<file path="src/rtl/id_ex_stage.sv">
// ID/EX pipeline register with load-use hazard detection and syscall serialisation.
// Bubbles are all-zero bundles with ex_valid low; stall freezes PC and IF/ID upstream.
module id_ex_stage #(
    parameter int DRAIN_CYCLES = 3,
    parameter int WIDTH        = 32
) (
    input  logic             clk,
    input  logic             rst_b,
    input  logic [WIDTH-1:0] id_instr,
    input  logic [WIDTH-1:0] id_pc4,
    input  logic [WIDTH-1:0] id_rs_data,
    input  logic [WIDTH-1:0] id_rt_data,
    input  logic [4:0]       id_EX_D,
    input  logic [2:0]       id_MEM_D,
    input  logic [1:0]       id_WB_D,
    input  logic             id_jump,
    input  logic             id_branch,
    input  logic             id_syscall,
    input  logic             id_jr,
    input  logic             id_jal,
    input  logic             flush,
    output logic             stall,
    output logic             ex_valid,
    output logic [WIDTH-1:0] ex_instr,
    output logic [WIDTH-1:0] ex_pc4,
    output logic [WIDTH-1:0] ex_rs_data,
    output logic [WIDTH-1:0] ex_rt_data,
    output logic [4:0]       ex_EX_D,
    output logic [2:0]       ex_MEM_D,
    output logic [1:0]       ex_WB_D,
    output logic             ex_jump,
    output logic             ex_branch,
    output logic             ex_syscall,
    output logic             ex_jr,
    output logic             ex_jal
);

    typedef enum logic [1:0] {RUN, LOAD_STALL, SC_DRAIN, SC_PASS} state_t;

    state_t           state_q, state_d;
    logic [2:0]       cnt_q, cnt_d;
    logic             valid_q;
    logic [WIDTH-1:0] instr_q, pc4_q, rs_q, rt_q;
    logic [4:0]       exd_q;
    logic [2:0]       memd_q;
    logic [1:0]       wbd_q;
    logic             jump_q, branch_q, syscall_q, jr_q, jal_q;

    logic             load_hz;
    logic             capture;
    logic             stall_c;
    logic [4:0]       ex_rt;

    assign ex_rt   = instr_q[20:16];
    assign load_hz = valid_q && memd_q[1] && (ex_rt != 5'd0) &&
                     ((ex_rt == id_instr[25:21]) || (ex_rt == id_instr[20:16]));

    always_comb begin
        state_d = state_q;
        cnt_d   = cnt_q;
        stall_c = 1'b0;
        capture = 1'b0;
        case (state_q)
            SC_DRAIN: begin
                if (flush) begin
                    state_d = RUN;
                    cnt_d   = 3'd0;
                end else if (cnt_q != 3'd0) begin
                    stall_c = 1'b1;
                    cnt_d   = cnt_q - 3'd1;
                end else begin
                    capture = 1'b1;
                    state_d = SC_PASS;
                end
            end
            default: begin
                // RUN, LOAD_STALL and SC_PASS share one decision; SC_PASS only
                // masks the syscall so the one just issued cannot re-drain.
                if (flush) begin
                    state_d = RUN;
                end else if (load_hz) begin
                    stall_c = 1'b1;
                    state_d = LOAD_STALL;
                end else if (id_syscall && state_q != SC_PASS) begin
                    stall_c = 1'b1;
                    cnt_d   = 3'(DRAIN_CYCLES - 1);
                    state_d = SC_DRAIN;
                end else begin
                    capture = 1'b1;
                    state_d = RUN;
                end
            end
        endcase
    end

    assign stall = stall_c & rst_b;

    always_ff @(posedge clk or negedge rst_b) begin
        if (!rst_b) begin
            state_q <= RUN;
            cnt_q   <= 3'd0;
        end else begin
            state_q <= state_d;
            cnt_q   <= cnt_d;
        end
    end

    // Whole bundle loads together: either the ID instruction or a zero bubble.
    always_ff @(posedge clk or negedge rst_b) begin
        if (!rst_b) begin
            valid_q   <= 1'b0;
            instr_q   <= '0;
            pc4_q     <= '0;
            rs_q      <= '0;
            rt_q      <= '0;
            exd_q     <= '0;
            memd_q    <= '0;
            wbd_q     <= '0;
            jump_q    <= 1'b0;
            branch_q  <= 1'b0;
            syscall_q <= 1'b0;
            jr_q      <= 1'b0;
            jal_q     <= 1'b0;
        end else if (capture) begin
            valid_q   <= 1'b1;
            instr_q   <= id_instr;
            pc4_q     <= id_pc4;
            rs_q      <= id_rs_data;
            rt_q      <= id_rt_data;
            exd_q     <= id_EX_D;
            memd_q    <= id_MEM_D;
            wbd_q     <= id_WB_D;
            jump_q    <= id_jump;
            branch_q  <= id_branch;
            syscall_q <= id_syscall | (state_q == SC_DRAIN);
            jr_q      <= id_jr;
            jal_q     <= id_jal;
        end else begin
            valid_q   <= 1'b0;
            instr_q   <= '0;
            pc4_q     <= '0;
            rs_q      <= '0;
            rt_q      <= '0;
            exd_q     <= '0;
            memd_q    <= '0;
            wbd_q     <= '0;
            jump_q    <= 1'b0;
            branch_q  <= 1'b0;
            syscall_q <= 1'b0;
            jr_q      <= 1'b0;
            jal_q     <= 1'b0;
        end
    end

    assign ex_valid   = valid_q;
    assign ex_instr   = instr_q;
    assign ex_pc4     = pc4_q;
    assign ex_rs_data = rs_q;
    assign ex_rt_data = rt_q;
    assign ex_EX_D    = exd_q;
    assign ex_MEM_D   = memd_q;
    assign ex_WB_D    = wbd_q;
    assign ex_jump    = jump_q;
    assign ex_branch  = branch_q;
    assign ex_syscall = syscall_q;
    assign ex_jr      = jr_q;
    assign ex_jal     = jal_q;

endmodule

</file>
<file path="config.mk">
export PLATFORM = sky130hd
export DESIGN_NAME = id_ex_stage
export DESIGN_NICKNAME = d
export VERILOG_FILES = /design/src/rtl/id_ex_stage.sv
export SDC_FILE = /design/constraint.sdc
export NUM_CORES = 1
export LEC_CHECK = 0
export BUFFER_PORTS_ARGS = -buffer_cell sky130_fd_sc_hd__buf_2
export CELL_PAD_IN_SITES_DETAIL_PLACEMENT = 1
export CELL_PAD_IN_SITES_GLOBAL_PLACEMENT = 1
export CORE_ASPECT_RATIO = 0.9
export CORE_MARGIN = 1
export CORE_UTILIZATION = 35
export DETAILED_ROUTE_END_ITERATION = 8
export GPL_ROUTABILITY_DRIVEN = 0
export GPL_TIMING_DRIVEN = 1
export HOLD_SLACK_MARGIN = 0.05
export PLACE_DENSITY = 0.87
export REMOVE_ABC_BUFFERS = 1
export SETUP_SLACK_MARGIN = 0.15
export SLEW_MARGIN = 25
export SYNTH_ARGS = -nofsm -noshare
export SYNTH_HDL_FRONTEND = slang
export SYNTH_SLANG_ARGS = --single-unit
</file>
<file path="constraint.sdc">
create_clock -name clk -period 5.5 [get_ports clk]
set_input_delay 1.1 -clock clk [delete_from_list [all_inputs] [get_ports clk]]
set_output_delay 1.1 -clock clk [all_outputs]
set_load 0.1 [all_outputs]
</file>
# --- Word-level counts from Yosys, hierarchy flattened ---
# Cells that the tools add are included.
totals:
  regBits: 149
  input_bits: 146
  elab_cells: 72
op_classes:
  n_addsub: 1
  eq_ne: 8
  n_mux: 37
  bitwise: 2
  n_reduce_logical: 9
ops:
  columns: ["op", "n"]
  rows:
  - ["$mux W32", 4]
  - ["$mux W3", 7]
  - ["$mux W1", 18]
  - ["$mux W2", 7]
  - ["$eq A5 B5 Y1", 2]
  - ["$ne A3 B3 Y1 const B", 2]
  - ["$mux W5", 1]
  - ["$reduce_bool A5 Y1", 1]
  - ["$logic_and A1 B1 Y1", 4]
  - ["$ne A2 B1 Y1 const B", 2]
  - ["$reduce_and A4 Y1", 1]
  - ["$reduce_bool A3 Y1", 1]
  - ["$sub A3 B1 Y3 const B", 1]
  - ["$eq A2 B2 Y1 const B", 1]
  - ["$ne A2 B2 Y1 const B", 1]
  - ["$reduce_bool A2 Y1", 1]
  - ["$and A1 B1 Y1", 1]
  - ["$logic_or A1 B1 Y1", 1]
  - ["$or A1 B1 Y1", 1]

# --- Logic depth before layout (Yosys ltp) ---
# Gate-level depths: netlist of run 1.
logic_depth:
  word_depth: 7
  ltp_mapped: 9
  ltp_nobuf: 7

# --- Worst setup path after synthesis of run 1 ---
# No wires, ideal clock.
synth_timing:
  path_type: "input port to output port"
  start: "input port id_instr[20]"
  end: "output port stall"
  arrival_time_ns: 3.243
  required_ns: 4.400
  slack_ns: 1.157
  path_stages: 5
  n_path_buf: 0
  cell_sequence: "xnor2_1 > nand3_1 > o22ai_1 > nand2_1 > a21oi_1"
synth_between:
  elab_chain_len: 7
synth_rtl:
  columns: ["element", "line_no", "rtl"]
  rows:
  - ["from (decl)", "9", "input logic [WIDTH-1:0] id_instr,"]
  - ["$eq A5 B5 Y1", "56", "((ex_rt == id_instr[25:21]) || (ex_rt == id_instr[20:16]));"]
  - ["$logic_or A1 B1 Y1", "56", null]
  - ["$logic_and A1 B1 Y1", "55", "assign load_hz = valid_q && memd_q[1] && (ex_rt != 5'd0) &&"]
  - ["$mux W1", "81", "end else if (load_hz) begin"]
  - ["$mux W1", "79", "if (flush) begin"]
  - ["$mux W1", "63", "case (state_q)"]
  - ["$and A1 B1 Y1", "96", "assign stall = stall_c & rst_b;"]
  - ["to (decl)", "22", "output logic stall,"]
# No other way between the ends.

# --- Final worst setup path of run 1 ---
layout_timing:
  start: "input port id_instr[16]"
  end: "output port stall"
# Same word-level chain as after synthesis.

==> impl_metrics.env, run 1 <==
export IMPL_status="finished clean"
export IMPL_critPathMostFrequentCell="buf_2"
export IMPL_fin_nets=806
export IMPL_fin_ws_ns=1.65
export IMPL_maxSlewViolCount=0
export IMPL_p_per_area_nw_per_um2=548
export IMPL_dieArea_um2=15100
export IMPL_place_ws_ns=1.66
export IMPL_relSlewSlack_pct=53.8
export IMPL_area_delta_synth_final_pct=44.1
export IMPL_ys_flop_type="dfrtp_1"
export IMPL_syn_area_um2=5100
export IMPL_hold_depth=1
export IMPL_postCtsHoldBufs=0
export IMPL_drtIter0Drc=145
export IMPL_grt_usage_pct=19.9
export IMPL_io_pins=291
export IMPL_whs_ns=0.547
export IMPL_worstPathMaxFanout=5
export IMPL_async_reset_ff_share_pct=100
export IMPL_min_from="cnt_q[1]"
export IMPL_synth_distinct_cells=27
export IMPL_grt_pass1_vias=4312
export IMPL_maxCapViolations=0
export IMPL_cts_sinks=149
export IMPL_leakage_nw=4.07
export IMPL_worstPathRequired_ns=4.40
export IMPL_hold_end="cnt_q[1]"
export IMPL_synth_edf_count=0
export IMPL_yosysWarnings=0
export IMPL_insertion_delay_ns=0.42
export IMPL_drive_gt1_share_pct=48.6
export IMPL_vias_per_cell=4.38
export IMPL_start_util_pct=36.2
export IMPL_clockBufferDepth=2
export IMPL_met1_length_mm=4.99
export IMPL_cts_tree="built"
export IMPL_hold_violations=0
export IMPL_grt_overflow=0
export IMPL_coreArea_um2=14100
export IMPL_dr_wl_met2_mm=7.71
export IMPL_setup_viol=0
export IMPL_finalCritPeriodShare_pct=70.0
export IMPL_rr_endpoint="ex_pc4[11]"
export IMPL_dp_cells=832
export IMPL_max_freq_mhz=260
export IMPL_fin_worst_skew_ns=0.0164
export IMPL_synth_largest_area_cell="dfrtp_1"
export IMPL_wl_met3_mm=1.30
export IMPL_finish_utilization_pct=52.1
export IMPL_critical_path_max_stage_delay_ns=0.48
export IMPL_num_vias=3781
export IMPL_num_rows=41
export IMPL_die_h_um=117
export IMPL_route_detailed_drc=0
export IMPL_hp_class="reg2reg"
export IMPL_root_buffer="clkbuf_16"
export IMPL_netlist_top_cells_area="dfrtp_1, and2_1, buf_6, xnor2_1, a21oi_1"
export IMPL_syn_area_per_cell_um2=14.0
export IMPL_antenna_found_initial=0
export IMPL_dpl_hpwl_mm=10.9
export IMPL_port_buffers=290
export IMPL_htree_levels=4
export IMPL_grt_pass1_wl_mm=22.0
export IMPL_placed_area_um2=6720
export IMPL_startpoint_type="input pin"
export IMPL_finalPower_mw=4.02
export IMPL_yosysTopAreaCellShare_pct=73.1
export IMPL_finalInstanceArea_um2=7350
export IMPL_grt_setup_unrepaired="no"
export IMPL_crit_reg2reg_launch="cnt_q[0]"
export IMPL_ant_nets=0
export IMPL_period_minus_slack_ns=3.85
export IMPL_netlist_instances=363
export IMPL_crit_chain="buf_2 -> xnor2_1 -> nand3_1 -> o22ai_1 -> nand2_1 -> a21oi_1 -> buf_2"
export IMPL_max_slew_worst_pin_slew_ns=0.691
export IMPL_crit_slowest_cell="o22ai_1"
export IMPL_r2r_setup_slack_ns=2.90
export IMPL_postCtsSetupRepairBufs=0
export IMPL_grt_max_degree=79
export IMPL_worstPathArrival_ns=2.75
export IMPL_max_vdd_ir_drop_v=0.000305
export IMPL_clk_pin_slew_ns=0.06
export IMPL_cp_startpoint="id_instr[16]"
export IMPL_highest_layer="met4"
export IMPL_firstDrtPassIters=4
export IMPL_numCtsBuffers=17
export IMPL_stdcell_count=864
export IMPL_routed_wl_mm=14.3
export IMPL_die_x_um=129
export IMPL_end_kind="output pin"
export IMPL_wl_per_cell_um=16.6
export IMPL_antenna_diode_count=0
export IMPL_fin_tns_setup_ns=0
export IMPL_ff2ff_path_depth=8
export IMPL_ys_seq_elements=149
export IMPL_cts_resized_gates=0
export IMPL_critPathKind="in2out"
export IMPL_synth_seq_area_share_pct=73.1
## state kept, by name, summed over array words and instances (netlist names)
signal and flops:
ex_jump 1, cnt_q 3, ex_jr 1, ex_syscall 1
ex_rt_data 32, ex_WB_D 2, ex_pc4 32, ex_instr 32
ex_EX_D 5, state_q 2, ex_valid 1, ex_jal 1
ex_branch 1, ex_MEM_D 3, ex_rs_data 32
## layer usage
metal | global-route usage (%) | vias up
met3 | 8.25 | 21
met4 | 8.78 | 0
li1 | - | 1726
met2 | 36.1 | 184
met1 | 20.0 | 1850
met5 | 0 | -
## report_power, final
| group | switching (mW) | internal, mW |
|---|---|---|
| Combinational | 1.29 | 0.241 |
| Clock | 0.443 | 0.751 |
| Sequential | 0.0531 | 1.24 |
| Total | 1.79 | 2.23 |
## worst max path at each step
stage	end
global placement	stall
finish	stall
floorplan	stall
global route	stall
detailed placement	stall
CTS	stall
## synthesized netlist by cell type (2+ instances only)
library cell and instances:
dfrtp_1 149, and2_1 142, xnor2_1 10, buf_6 8, clkbuf_1 8, a21oi_1 7, nand2_1 5, o21ai_0 4
inv_1 3, nor2_1 3, nor2b_1 3, ha_1 2, nand2b_1 2, nand3_1 2, nor3_1 2, or3_1 2
## cell type report
type	count	area, um^2
Tap cell	193	241
Multi-Input combinational cell	194	1240
Timing Repair Buffer	293	1500
Clock buffer	21	470
Sequential cell	149	3730
Clock inverter	11	150
Fill cell	1573	6760
Inverter	3	11.3
## cells by family (layout without fill, tap and decap cells)
kind of cell | count (synthesis) | count (layout) | synth area share [%]
flip-flops | 149 | 149 | 73.1
AND/OR/NAND/NOR | 161 | 161 | 19.3
buffers and inverters | 20 | 328 | 2.67
adder cells (fa/ha/maj) | 2 | 2 | 0.491
XOR/XNOR | 10 | 10 | 1.72
AO/OA/AOI/OAI | 21 | 21 | 2.75
## critical path: cells and delay by family
family	cells	cell delay (ns)
compound gates	2	0.67
buf+inv	2	0.55
simple gates	2	0.28
xor+xnor	1	0.15
## cells in the final DEF, fill, tap and decap left out, types with 4 or more instances in the layout
master / Yosys / routed
buf_2: 1 / 289
nand2_1: 5 / 5
o21ai_0: 4 / 4
a21oi_1: 7 / 7
clkinv_4: 0 / 4
dfrtp_1: 149 / 149
and2_1: 142 / 142
clkbuf_16: 0 / 17
xnor2_1: 10 / 10
Power figures use the tool's default switching activity.
==> inputs of run 2 (changes only) <==
--- a/config.mk
+++ b/config.mk
@@ -10,12 +10,12 @@
 export CELL_PAD_IN_SITES_GLOBAL_PLACEMENT = 1
 export CORE_ASPECT_RATIO = 0.9
 export CORE_MARGIN = 1
-export CORE_UTILIZATION = 35
+export CORE_UTILIZATION = 30
 export DETAILED_ROUTE_END_ITERATION = 8
 export GPL_ROUTABILITY_DRIVEN = 0
 export GPL_TIMING_DRIVEN = 1
 export HOLD_SLACK_MARGIN = 0.05
-export PLACE_DENSITY = 0.87
+export PLACE_DENSITY = 0.79
 export REMOVE_ABC_BUFFERS = 1
 export SETUP_SLACK_MARGIN = 0.15
 export SLEW_MARGIN = 25
==> constraint.sdc (replaced) <==
create_clock -name clk -period 3.2 [get_ports clk]
set_input_delay 0.64 -clock clk [delete_from_list [all_inputs] [get_ports clk]]
set_output_delay 0.64 -clock clk [all_outputs]
set_load 0.1 [all_outputs]
==> impl_metrics.env, run 2 (synthesized netlist as in run 1, its figures left out) <==
export IMPL_fin_ws_ns=0.443
export IMPL_dr_wl_met2_mm=7.25
export IMPL_htree_levels=4
export IMPL_grt_max_degree=77
export IMPL_grt_pass1_vias=4354
export IMPL_fin_worst_skew_ns=0.0157
export IMPL_firstDrtPassIters=4
export IMPL_port_buffers=290
export IMPL_maxSlewViolCount=0
export IMPL_routed_wl_mm=14.2
export IMPL_fin_nets=809
export IMPL_wl_per_cell_um=16.1
export IMPL_antenna_found_initial=1
export IMPL_cts_resized_gates=0
export IMPL_route_detailed_drc=0
export IMPL_crit_reg2reg_launch="cnt_q[1]"
export IMPL_worstPathArrival_ns=2.12
export IMPL_layout_cells_most_common="buf_2"
export IMPL_crit_slowest_cell="dlygate4sd3_1"
export IMPL_grt_pass1_wl_mm=22.4
export IMPL_postCtsSetupRepairBufs=0
export IMPL_clk_pin_slew_ns=0.07
export IMPL_placed_area_um2=6750
export IMPL_hold_violations=0
export IMPL_highest_layer="met4"
export IMPL_status="finished clean"
export IMPL_dieArea_um2=17500
export IMPL_root_buffer="clkbuf_16"
export IMPL_relSlewSlack_pct=44.5
export IMPL_period_minus_slack_ns=2.76
export IMPL_layout_common_cells="buf_2, dfrtp_1, and2_1"
export IMPL_maxCapViolations=0
export IMPL_num_rows=44
export IMPL_end_kind="output pin"
export IMPL_area_delta_synth_final_pct=43.9
export IMPL_vias_per_cell=4.32
export IMPL_drive_gt1_share_pct=48.7
export IMPL_io_pins=291
export IMPL_max_freq_mhz=363
export IMPL_grt_usage_pct=16.9
export IMPL_wl_met3_mm=1.32
export IMPL_min_from="id_instr[12]"
export IMPL_max_vdd_ir_drop_v=0.000386
export IMPL_insertion_delay_ns=0.42
export IMPL_die_h_um=126
export IMPL_worstPathMaxFanout=20
export IMPL_crit_chain="dlygate4sd3_1 -> buf_6 -> nor2b_1 -> o21ai_0 -> a21oi_1 -> buf_12"
export IMPL_hold_depth=2
export IMPL_grt_overflow=0
export IMPL_ff2ff_path_depth=8
export IMPL_rr_endpoint="ex_rs_data[4]"
export IMPL_numCtsBuffers=17
export IMPL_worstPathRequired_ns=2.56
export IMPL_place_ws_ns=0.667
export IMPL_hp_class="in2reg"
export IMPL_num_vias=3808
export IMPL_drtIter0Drc=94
export IMPL_finalInstanceArea_um2=7340
export IMPL_critPathKind="in2out"
export IMPL_critical_path_max_stage_delay_ns=0.55
export IMPL_finalCritPeriodShare_pct=86.1
export IMPL_start_util_pct=31.2
export IMPL_ant_nets=0
export IMPL_clockBufferDepth=2
export IMPL_leakage_nw=4.06
export IMPL_nFillCells=1820
export IMPL_max_slew_worst_pin_slew_ns=0.832
export IMPL_die_x_um=139
export IMPL_setup_viol=0
export IMPL_met1_length_mm=5.40
export IMPL_cts_tree="built"
export IMPL_r2r_setup_slack_ns=0.82
export IMPL_dpl_hpwl_mm=10.7
export IMPL_startpoint_type="input pin"
export IMPL_coreArea_um2=16400
export IMPL_grt_setup_unrepaired="no"
export IMPL_p_per_area_nw_per_um2=926
export IMPL_cts_sinks=149
export IMPL_hold_end="ex_instr[12]"
run 2: report_power, final:
part	total, mW	internal (mW)	switching [mW]
sequential	2.22	2.13	0.0904
clock	1.94	1.15	0.794
combinational	2.63	0.410	2.22
total	6.80	3.69	3.10
run 2: worst max-delay path by stage:
stage,end,startpoint
2_1_floorplan,stall,ex_instr[20]
3_3_place_gp,stall,id_instr[20]
3_5_place_dp,stall,id_instr[16]
4_1_cts,stall,rst_b
5_1_grt,stall,ex_instr[16]
6_report,stall,rst_b
run 2: critical path: cells and delay by family:
| kind | cells | cell delay (ns) |
|---|---|---|
| and+or+nand+nor | 1 | 0.14 |
| buffers and inverters | 3 | 0.98 |
| AOI/OAI and AO/OA | 2 | 0.35 |
run 2: final cells by class:
class                   instances  area [um^2]  area share (%)
inverters                       3         11.3           0.153
multi-input cells             194         1240            16.9
well taps                     207          259            3.53
clock inverters                14          150            2.05
repair buffers                296         1520            20.7
flip-flops and latches        149         3730            50.8
clock buffers                  17          425            5.80
diodes                          1         2.50          0.0341
run 2: stage by stage:
stage | hold slack [ns] | TNS [ns] | instances | power (mW) | util, %
floorplan | 0.344 | -38.55 | 346 | 4.34 | -
global placement | 0.487 | 0 | 848 | 4.84 | 41.3
detailed placement | 0.486 | 0 | 848 | 4.90 | 41.3
CTS | 0.401 | 0 | 880 | 6.88 | 44.9
global route | 0.404 | 0 | 881 | 7.05 | 44.9
finish | 0.425 | 0 | 881 | 6.80 | 44.9
run 2: routing by layer:
layer  up-vias  track usage [%]
li1       1722                -
met1      1879             18.3
met2       188             29.1
met3        19             7.03
met4         0             7.39
met5         -                0
run 2: what timing repair did:
| item | 4_1_cts | 5_1_grt |
|---|---|---|
| endpoints found under the setup margin | 0 | 0 |
| hold buffers | 1 | 0 |
| hold endpoints to repair | 17 | 0 |
==> inputs of run 3 (changes only) <==
==> constraint.sdc (replaced) <==
create_clock -name clk -period 2.4 [get_ports clk]
set_input_delay 0.48 -clock clk [delete_from_list [all_inputs] [get_ports clk]]
set_output_delay 0.48 -clock clk [all_outputs]
set_load 0.1 [all_outputs]
==> impl_metrics.env, run 3 (synthesized netlist as in run 1, its figures left out) <==
export IMPL_grt_max_degree=76
export IMPL_crit_family="simple AND/OR/NAND/NOR gates"
export IMPL_fin_worst_skew_ns=0.00890
export IMPL_grt_setup_unrepaired="yes"
export IMPL_vias_per_cell=4.39
export IMPL_multi_input_area_um2=1300
export IMPL_p_int_mw=5.26
export IMPL_routed_wl_mm=16.2
export IMPL_finalCritPeriodShare_pct=98.8
export IMPL_worstPathRequired_ns=1.92
export IMPL_maxSlewViolCount=0
export IMPL_die_h_um=126
export IMPL_p_per_area_nw_per_um2=1230
export IMPL_whs_ns=0.185
export IMPL_setup_viol=0
export IMPL_coreArea_um2=16400
export IMPL_root_buffer="clkbuf_16"
export IMPL_num_vias=3945
export IMPL_layout_cells_most_common="buf_2"
export IMPL_htree_levels=4
export IMPL_worstPathArrival_ns=1.89
export IMPL_power_share_clock_pct=28.9
export IMPL_rr_endpoint="ex_pc4[0]"
export IMPL_max_slew_worst_pin_slew_ns=0.823
export IMPL_io_pins=291
export IMPL_switchingPower_mw=4.26
export IMPL_port_buffers=290
export IMPL_end_kind="output pin"
export IMPL_drtIter0Drc=121
export IMPL_numCtsBuffers=17
export IMPL_insertion_delay_ns=0.42
export IMPL_antenna_found_initial=3
export IMPL_firstDrtPassIters=4
export IMPL_place_ws_ns=0.266
export IMPL_relSlewSlack_pct=45.1
export IMPL_wl_per_cell_um=18.0
export IMPL_grt_pass1_wl_mm=22.7
export IMPL_clockBufferDepth=2
export IMPL_cts_tree="built"
export IMPL_swShare_pct=44.8
export IMPL_route_detailed_drc=0
export IMPL_grt_pass1_vias=4268
export IMPL_nFillCells=1813
export IMPL_start_util_pct=31.2
export IMPL_crit_chain="or3_4 -> o311a_4 -> nand2_4 -> a21oi_2 -> buf_12"
export IMPL_r2r_setup_slack_ns=0.12
export IMPL_drive_gt1_share_pct=51.4
export IMPL_fin_ws_ns=0.0291
export IMPL_area_delta_synth_final_pct=51.6
export IMPL_grt_usage_pct=17.3
export IMPL_maxCapViolations=0
export IMPL_cts_sinks=149
export IMPL_ff2ff_path_depth=9
export IMPL_leakage_nw=4.24
export IMPL_startpoint_type="flip-flop"
export IMPL_max_freq_mhz=422
export IMPL_die_x_um=139
export IMPL_max_vdd_ir_drop_v=0.000557
export IMPL_layout_common_cells="buf_2, dfrtp_1, and2_1"
export IMPL_p_comb_share_pct=39.9
export IMPL_dpl_hpwl_mm=10.8
export IMPL_seq_area_um2=3730
export IMPL_crit_reg2reg_launch="ex_instr[16]"
export IMPL_dieArea_um2=17500
export IMPL_grt_overflow=0
export IMPL_crit_slowest_cell="dfrtp_1"
export IMPL_critPathKind="reg2out"
export IMPL_clk_pin_slew_ns=0.06
export IMPL_worstPathMaxFanout=4
export IMPL_fin_nets=826
export IMPL_status="finished clean"
export IMPL_num_rows=44
export IMPL_seqPwrFrac_pct=31.3
export IMPL_period_minus_slack_ns=2.37
export IMPL_ant_nets=0
export IMPL_hold_violations=0
export IMPL_hp_class="in2async"
export IMPL_path_buf_inv=1
export IMPL_worst_path_stages=5
export IMPL_critical_path_max_stage_delay_ns=0.43
## run 3: timing repair
item,in CTS,in global routing
buffers inserted,2,6
hold buffers,1,0
resized for setup,3,11
endpoints found under the hold margin,8,0
pin swaps,3,8
cloned,0,9
setup endpoints to repair,1,138
## run 3: layout make-up
class,instances,area share (%)
sequential,149,48.2
timing repair buffer,313,23.5
multi-input combinational,194,16.8
clock buffer,19,5.73
tap,207,3.35
clock inverter,13,2.22
inverter,3,0.146
antenna,1,0.0324
## run 3: how the worst max path moves through the flow
stage,startpoint,end,slack (ns)
2_1_floorplan,ex_instr[20],stall,-1.26
3_3_place_gp,id_instr[20],stall,0.28
3_5_place_dp,id_instr[20],stall,0.27
4_1_cts,ex_instr[17],stall,-0.02
5_1_grt,ex_instr[18],stall,-0.06
6_report,ex_instr[16],stall,0.03
## run 3: metal layers
layer  GRT usage [%]  up-vias  routed length (um)  part of all wire [%]
li1                -     1760                   -                     -
met1            18.4     1970                6320                    39
met2            30.3      187                8130                    50
met3            6.96       26                1380                   8.5
met4            7.65        2                 350                   2.2
met5               0        -                  17                  0.10
## run 3: power by group through the flow
stage	Clock, mW	Combinational, mW	Sequential (mW)
floorplan	0	0.422	5.36
global placement	0	3.50	2.99
detailed placement	0	3.55	3.01
CTS	2.83	3.56	2.97
global route	2.94	3.94	3.00
finish	2.75	3.79	2.97
## run 3: metrics by stage
| step | std cells | power (mW) | setup TNS, ns | cell area, um^2 | util (%) |
|---|---|---|---|---|---|
| CTS | 883 | 9.37 | -0.0247 | 7430 | 45.5 |
| floorplan | 346 | 5.79 | -153.59 | 4970 | - |
| global route | 899 | 9.88 | -0.0629 | 7730 | 47.3 |
| detailed placement | 848 | 6.56 | 0 | 6780 | 41.4 |
| finish | 899 | 9.52 | 0 | 7730 | 47.3 |
| global placement | 848 | 6.49 | 0 | 6780 | 41.4 |
